### src/rtl/drive_cmd_uart_tx.sv
// drive_cmd_uart_tx
//   Serialises the live drive command {bf, tlr, power} as an 8N1 UART byte for
//   the car simulator. A byte goes out whenever the command changes, and the
//   last byte is re-sent as a keep-alive after REFRESH_CYCLES quiet idle cycles.
//   Byte layout: {3'b010, power, tlr[1], tlr[0], bf[1], bf[0]}. An illegal
//   bf of 11 is sent as 00.
//
//   Optional feature: define PARITY_EN to append an even-parity bit after data
//   bit 7, which makes the frame 11 bit times instead of 10.
//
// Ports
//   clk         in   system clock, all logic on posedge
//   rst         in   asynchronous active-high reset
//   bf[1:0]     in   motion: 01 forward, 10 backward, 00 none, 11 illegal
//   tlr[1:0]    in   turn: bit0 left, bit1 right
//   power       in   1 = engine on
//   tx          out  UART serial line, idle high
//   busy        out  high from start bit through stop bit
//   frame_done  out  1-cycle pulse in the last cycle of the stop bit
//   illegal     out  1-cycle pulse when a frame is loaded with bf == 11
module drive_cmd_uart_tx #(
    parameter int unsigned CLKS_PER_BIT   = 10417,
    parameter int unsigned REFRESH_CYCLES = 5000000
) (
    input  logic       clk,
    input  logic       rst,
    input  logic [1:0] bf,
    input  logic [1:0] tlr,
    input  logic       power,
    output logic       tx,
    output logic       busy,
    output logic       frame_done,
    output logic       illegal
);

    localparam int unsigned BAUD_W = (CLKS_PER_BIT > 1) ? $clog2(CLKS_PER_BIT) : 1;
    localparam int unsigned REF_W  = (REFRESH_CYCLES > 1) ? $clog2(REFRESH_CYCLES) : 1;
    localparam logic [BAUD_W-1:0] BAUD_LAST = BAUD_W'(CLKS_PER_BIT - 1);
    localparam logic [REF_W-1:0]  REF_LAST  = REF_W'(REFRESH_CYCLES - 1);

    localparam logic [2:0] ST_IDLE   = 3'd0;
    localparam logic [2:0] ST_START  = 3'd1;
    localparam logic [2:0] ST_DATA   = 3'd2;
`ifdef PARITY_EN
    localparam logic [2:0] ST_PARITY = 3'd3;
`endif
    localparam logic [2:0] ST_STOP   = 3'd4;

    // Input stage {power, tlr, bf}. Deliberately not reset: it keeps sampling
    // while rst is held, so the first frame after release carries the live inputs.
    logic [4:0] cmd_q;

    logic [2:0]        state_q, state_d;
    logic [BAUD_W-1:0] baud_q, baud_d;
    logic [2:0]        bit_q, bit_d;
    logic [7:0]        shift_q, shift_d;
    logic [7:0]        last_sent_q, last_sent_d;
    logic              pending_q, pending_d;
    logic [REF_W-1:0]  refresh_q, refresh_d;

    logic [7:0] cmd_byte;
    logic       bit_end;
    logic       load;
    logic       ref_hit;

    always_ff @(posedge clk) begin
        cmd_q <= {power, tlr, bf};
    end

    assign cmd_byte = {3'b010, cmd_q[4], cmd_q[3:2],
                       (cmd_q[1:0] == 2'b11) ? 2'b00 : cmd_q[1:0]};
    assign bit_end  = (baud_q == BAUD_LAST);
    assign load     = (state_q == ST_IDLE) && pending_q;
    assign ref_hit  = (refresh_q == REF_LAST);

    always_comb begin
        state_d     = state_q;
        baud_d      = baud_q;
        bit_d       = bit_q;
        shift_d     = shift_q;
        last_sent_d = last_sent_q;
        refresh_d   = refresh_q;
        // Not sticky during a frame: a change that reverts before the frame
        // ends must not cause an extra frame.
        pending_d   = (cmd_byte != last_sent_q);
        case (state_q)
            ST_IDLE: begin
                baud_d = '0;
                bit_d  = '0;
                if (pending_q) begin
                    shift_d     = cmd_byte;
                    last_sent_d = cmd_byte;
                    pending_d   = 1'b0;
                    refresh_d   = '0;
                    state_d     = ST_START;
                end else if (ref_hit) begin
                    pending_d = 1'b1;
                end else begin
                    refresh_d = refresh_q + 1'b1;
                end
            end
            ST_START: begin
                if (bit_end) begin
                    baud_d  = '0;
                    state_d = ST_DATA;
                end else begin
                    baud_d = baud_q + 1'b1;
                end
            end
            ST_DATA: begin
                if (bit_end) begin
                    baud_d  = '0;
                    shift_d = {1'b0, shift_q[7:1]};
                    bit_d   = bit_q + 3'd1;
                    if (bit_q == 3'd7) begin
`ifdef PARITY_EN
                        state_d = ST_PARITY;
`else
                        state_d = ST_STOP;
`endif
                    end
                end else begin
                    baud_d = baud_q + 1'b1;
                end
            end
`ifdef PARITY_EN
            ST_PARITY: begin
                if (bit_end) begin
                    baud_d  = '0;
                    state_d = ST_STOP;
                end else begin
                    baud_d = baud_q + 1'b1;
                end
            end
`endif
            ST_STOP: begin
                if (bit_end) begin
                    baud_d  = '0;
                    state_d = ST_IDLE;
                end else begin
                    baud_d = baud_q + 1'b1;
                end
            end
            default: state_d = ST_IDLE;
        endcase
    end

    always_ff @(posedge clk or posedge rst) begin
        if (rst) begin
            state_q     <= ST_IDLE;
            baud_q      <= '0;
            bit_q       <= '0;
            shift_q     <= '0;
            last_sent_q <= 8'h00;
            pending_q   <= 1'b1;
            refresh_q   <= '0;
        end else begin
            state_q     <= state_d;
            baud_q      <= baud_d;
            bit_q       <= bit_d;
            shift_q     <= shift_d;
            last_sent_q <= last_sent_d;
            pending_q   <= pending_d;
            refresh_q   <= refresh_d;
        end
    end

    // tx decodes registered state only, so an asynchronous reset idles the line at once.
    // last_sent_q cannot change mid-frame, so it doubles as the parity source.
    always_comb begin
        tx = 1'b1;
        case (state_q)
            ST_START:  tx = 1'b0;
            ST_DATA:   tx = shift_q[0];
`ifdef PARITY_EN
            ST_PARITY: tx = ^last_sent_q;
`endif
            default:   tx = 1'b1;
        endcase
    end

    assign busy       = (state_q != ST_IDLE);
    assign frame_done = (state_q == ST_STOP) && bit_end;
    assign illegal    = load && (cmd_q[1:0] == 2'b11);

endmodule

### config.mk
export PLATFORM = sky130hd
export DESIGN_NAME = drive_cmd_uart_tx
export DESIGN_NICKNAME = d
export VERILOG_FILES = /design/src/rtl/drive_cmd_uart_tx.sv
export SDC_FILE = /design/constraint.sdc
export NUM_CORES = 1
export LEC_CHECK = 0
export CORE_MARGIN = 3
export CORE_UTILIZATION = 50
export CTS_BUF_LIST = sky130_fd_sc_hd__clkbuf_2
export DETAILED_ROUTE_END_ITERATION = 10
export PLACE_DENSITY = 0.78
export SLEW_MARGIN = 20
export SYNTH_ARGS = -nofsm -noshare
export SYNTH_HDL_FRONTEND = slang
export SYNTH_SLANG_ARGS = --single-unit
export TNS_END_PERCENT = 1
### constraint.sdc
create_clock -name clk -period 5.25 [get_ports clk]
set_input_delay 0.525 -clock clk [delete_from_list [all_inputs] [get_ports clk]]
set_output_delay 0.525 -clock clk [all_outputs]
set_load 0.02 [all_outputs]
==> results.sh <==
export IMPL_outcome="completed"
export IMPL_slew_headroom=0.505
export IMPL_power_leakage_nw=1.58
export IMPL_clk_latency_ns=0.49
export IMPL_first_pass_iters=5
export IMPL_worstSetupStartpointType="register"
export IMPL_portBuffers=10
export IMPL_clk_pin_slew_ns=0.17
export IMPL_hold_buffers=0
export IMPL_fin_skew_ns=0.0362
export IMPL_row_count=29
export IMPL_clock_sinks=62
export IMPL_crit_chain="nor3_4 -> and2_1 -> and3_1 -> clkdlybuf4s50_1"
export IMPL_synth_distinct_cells=64
export IMPL_cts_buffers=9
export IMPL_reg2regPathDepth=5
export IMPL_viasPerCell=6.29
export IMPL_fp_dieH_um=88.5
export IMPL_ys_seq_area_frac=0.449
export IMPL_final_nets=381
export IMPL_slowest_delay_ns=0.63
export IMPL_fin_crit_ns=3.40
export IMPL_min_path_type="in -> reg"
export IMPL_max_clock_path_buffers=2
export IMPL_required_ns=4.72
export IMPL_synth_area_sq_mm=0.00340
export IMPL_holdWs_ns=0.457
export IMPL_maxCapViolations=0
export IMPL_setup_viol=0
export IMPL_async_flop_share=0.919
export IMPL_syn_to_final_growth_pct=6.58
export IMPL_worst_setup_path_end_kind="primary output"
export IMPL_core_area_sq_mm=0.00646
export IMPL_via_count=2838
export IMPL_tightest_slew_ns=0.740
export IMPL_grt_total_usage=0.200
export IMPL_cp_top_family="simple AND/OR/NAND/NOR gates"
export IMPL_die_w_um=88.5
export IMPL_p_per_area_mw_per_mm2=235
export IMPL_slew_violations=0
export IMPL_reg2reg_from="state_q[1]"
export IMPL_critPathKind="reg -> out"
export IMPL_drc_errors=0
export IMPL_grt_max_degree=58
export IMPL_hold_viol=0
export IMPL_ctsResizeCount=0
export IMPL_drive_gt1_frac=0.102
export IMPL_setup_tns_ns=0
export IMPL_fin_crit_sh=0.648
export IMPL_crit_arrival_ns=2.87
export IMPL_ys_warn_count=0
export IMPL_rsz0062_at_grt="no"
export IMPL_finalWeightedCongestion=0.861
export IMPL_ys_seq_elements=62
export IMPL_diodes=0
export IMPL_syn_inst=369
export IMPL_htreeDepth=3
export IMPL_grt_pass1_wl_um=12300
export IMPL_synth_nets=381
export IMPL_cts_root_buf="clkbuf_2"
export IMPL_hold_end="cmd_q[3]"
export IMPL_place_hpwl_um=4720
export IMPL_cts_tree="yes"
export IMPL_slowest_stage="dfrtp_1"
export IMPL_final_core_util=0.562
export IMPL_grt_pass1_vias=2652
export IMPL_die_area_sq_mm=0.00783
export IMPL_ir_drop_mv=0.168
export IMPL_wire_per_inst_um=15.5
export IMPL_avgSynthCellArea_sq_um=9.22
export IMPL_overflow=0
export IMPL_ant_nets=0
export IMPL_num_io_pins=11
export IMPL_postRouteWirelength_um=7010
export IMPL_synth_edf_count=0
export IMPL_drt_iter0_markers=200
export IMPL_holdCritStartpoint="tlr[1]"
export IMPL_hold_depth=1
export IMPL_rrSetupSlack_ns=2.81
export IMPL_cp_num_buf_inv=1
export IMPL_r2r_end="refresh_q[5]"
export IMPL_critical_path_max_fanout=18
export IMPL_start_util=0.527
export IMPL_synth_ff_type="dfrtp_1"
export IMPL_fmax_mhz=294
export IMPL_antenna_found_initial=0
export IMPL_cts_setup_buffers=0
==> cells in the mapped netlist, drive strengths merged (3+ instances only) <==
cell    instances  area [sq um]
o22ai           4          25.0
o31ai           6          45.0
xor2            3          26.3
nand3          22           120
and4            4          35.0
o21ai          31           159
buf             8          55.1
and2            5          31.3
mux2i           4          40.0
or3             3          18.8
dfrtp          56          1400
nor3           11          77.6
a41oi           6          52.6
ha              5          62.6
nand2b          5          31.3
a22o            7          61.3
inv            12          45.0
a21o            5          37.5
clkbuf         14          53.8
a31oi           9          56.3
nor3b           3          22.5
nor2           20          75.1
and3            6          37.5
nand2          50           188
a21oi          18          90.1
nor4            8          80.1
dfxtp           5           100
o311ai          3          26.3
nand4           8          62.6
==> cell families (layout without fill, tap and decap cells) <==
kind of cell | after synthesis | after routing | synth area share
adders and majority gates | 5 | 5 | 0.0184
DFF | 62 | 62 | 0.449
AOI/OAI and AO/OA | 102 | 102 | 0.199
and+or+nand+nor | 158 | 158 | 0.267
xor gates and xnor gates | 4 | 4 | 0.0103
buffers and inverters | 34 | 39 | 0.0452
muxes | 4 | 4 | 0.0118
==> report_power, final <==
group          switching [mW]  internal [mW]  leakage [nW]
sequential            0.00746          0.484         0.778
combinational          0.0138         0.0103         0.717
clock                   0.176          0.159        0.0833
==> sequential cells by signal, summed over array words and instances, names as in the netlist <==
register / count
baud_q: 14
bit_q: 3
cmd_q: 5
last_sent_q: 6
pending_q: 1
refresh_q: 23
shift_q: 7
state_q: 3
==> routing by layer <==
metal	up-vias	wire (um)	global-route usage
li1	1367	-	-
met1	1379	3390	0.284
met2	81	3200	0.296
met3	11	315	0.0466
met4	0	102	0.0783
met5	-	0	0
==> placed cells by master (no fill, tap or decap), types with 7 or more instances in the layout <==
cell,n
a21oi_1,18
a22o_1,7
a31oi_1,9
clkbuf_2,11
clkdlybuf4s50_1,10
dfrtp_1,56
inv_1,10
nand2_1,50
nand3_1,20
nor2_1,20
nor3_1,9
o21ai_0,25
==> through the flow <==
step | cells | area [sq um] | setup slack [ns] | total power, mW
2_1_floorplan | 369 | 3400 | 3.03 | 0.514
3_3_place_gp | 435 | 3500 | 2.46 | 0.524
3_5_place_dp | 435 | 3500 | 2.40 | 0.525
4_1_cts | 451 | 3630 | 1.84 | 0.859
5_1_grt | 451 | 3630 | 1.62 | 0.886
6_report | 451 | 3630 | 1.85 | 0.851
==> worst max path at each step <==
| stage | from | slack, ns | cells after the start | endpoint |
|---|---|---|---|---|
| 2_1_floorplan | baud_q[0] | 3.03 | 5 | frame_done |
| 3_3_place_gp | state_q[1] | 2.46 | 4 | illegal |
| 3_5_place_dp | state_q[1] | 2.40 | 4 | illegal |
| 4_1_cts | state_q[1] | 1.84 | 4 | illegal |
| 5_1_grt | state_q[1] | 1.62 | 4 | illegal |
| 6_report | state_q[1] | 1.85 | 4 | illegal |
==> area by class of cell <==
| class | instances | area [sq um] |
|---|---|---|
| tap | 77 | 96.3 |
| timing repair buffer | 11 | 108 |
| clock inverter | 5 | 73.8 |
| multi-input combinational | 273 | 1720 |
| clock buffer | 11 | 55.1 |
| inverter | 12 | 45.0 |
| fill | 563 | 2830 |
| sequential | 62 | 1530 |
(Power assumes the default switching activity.)
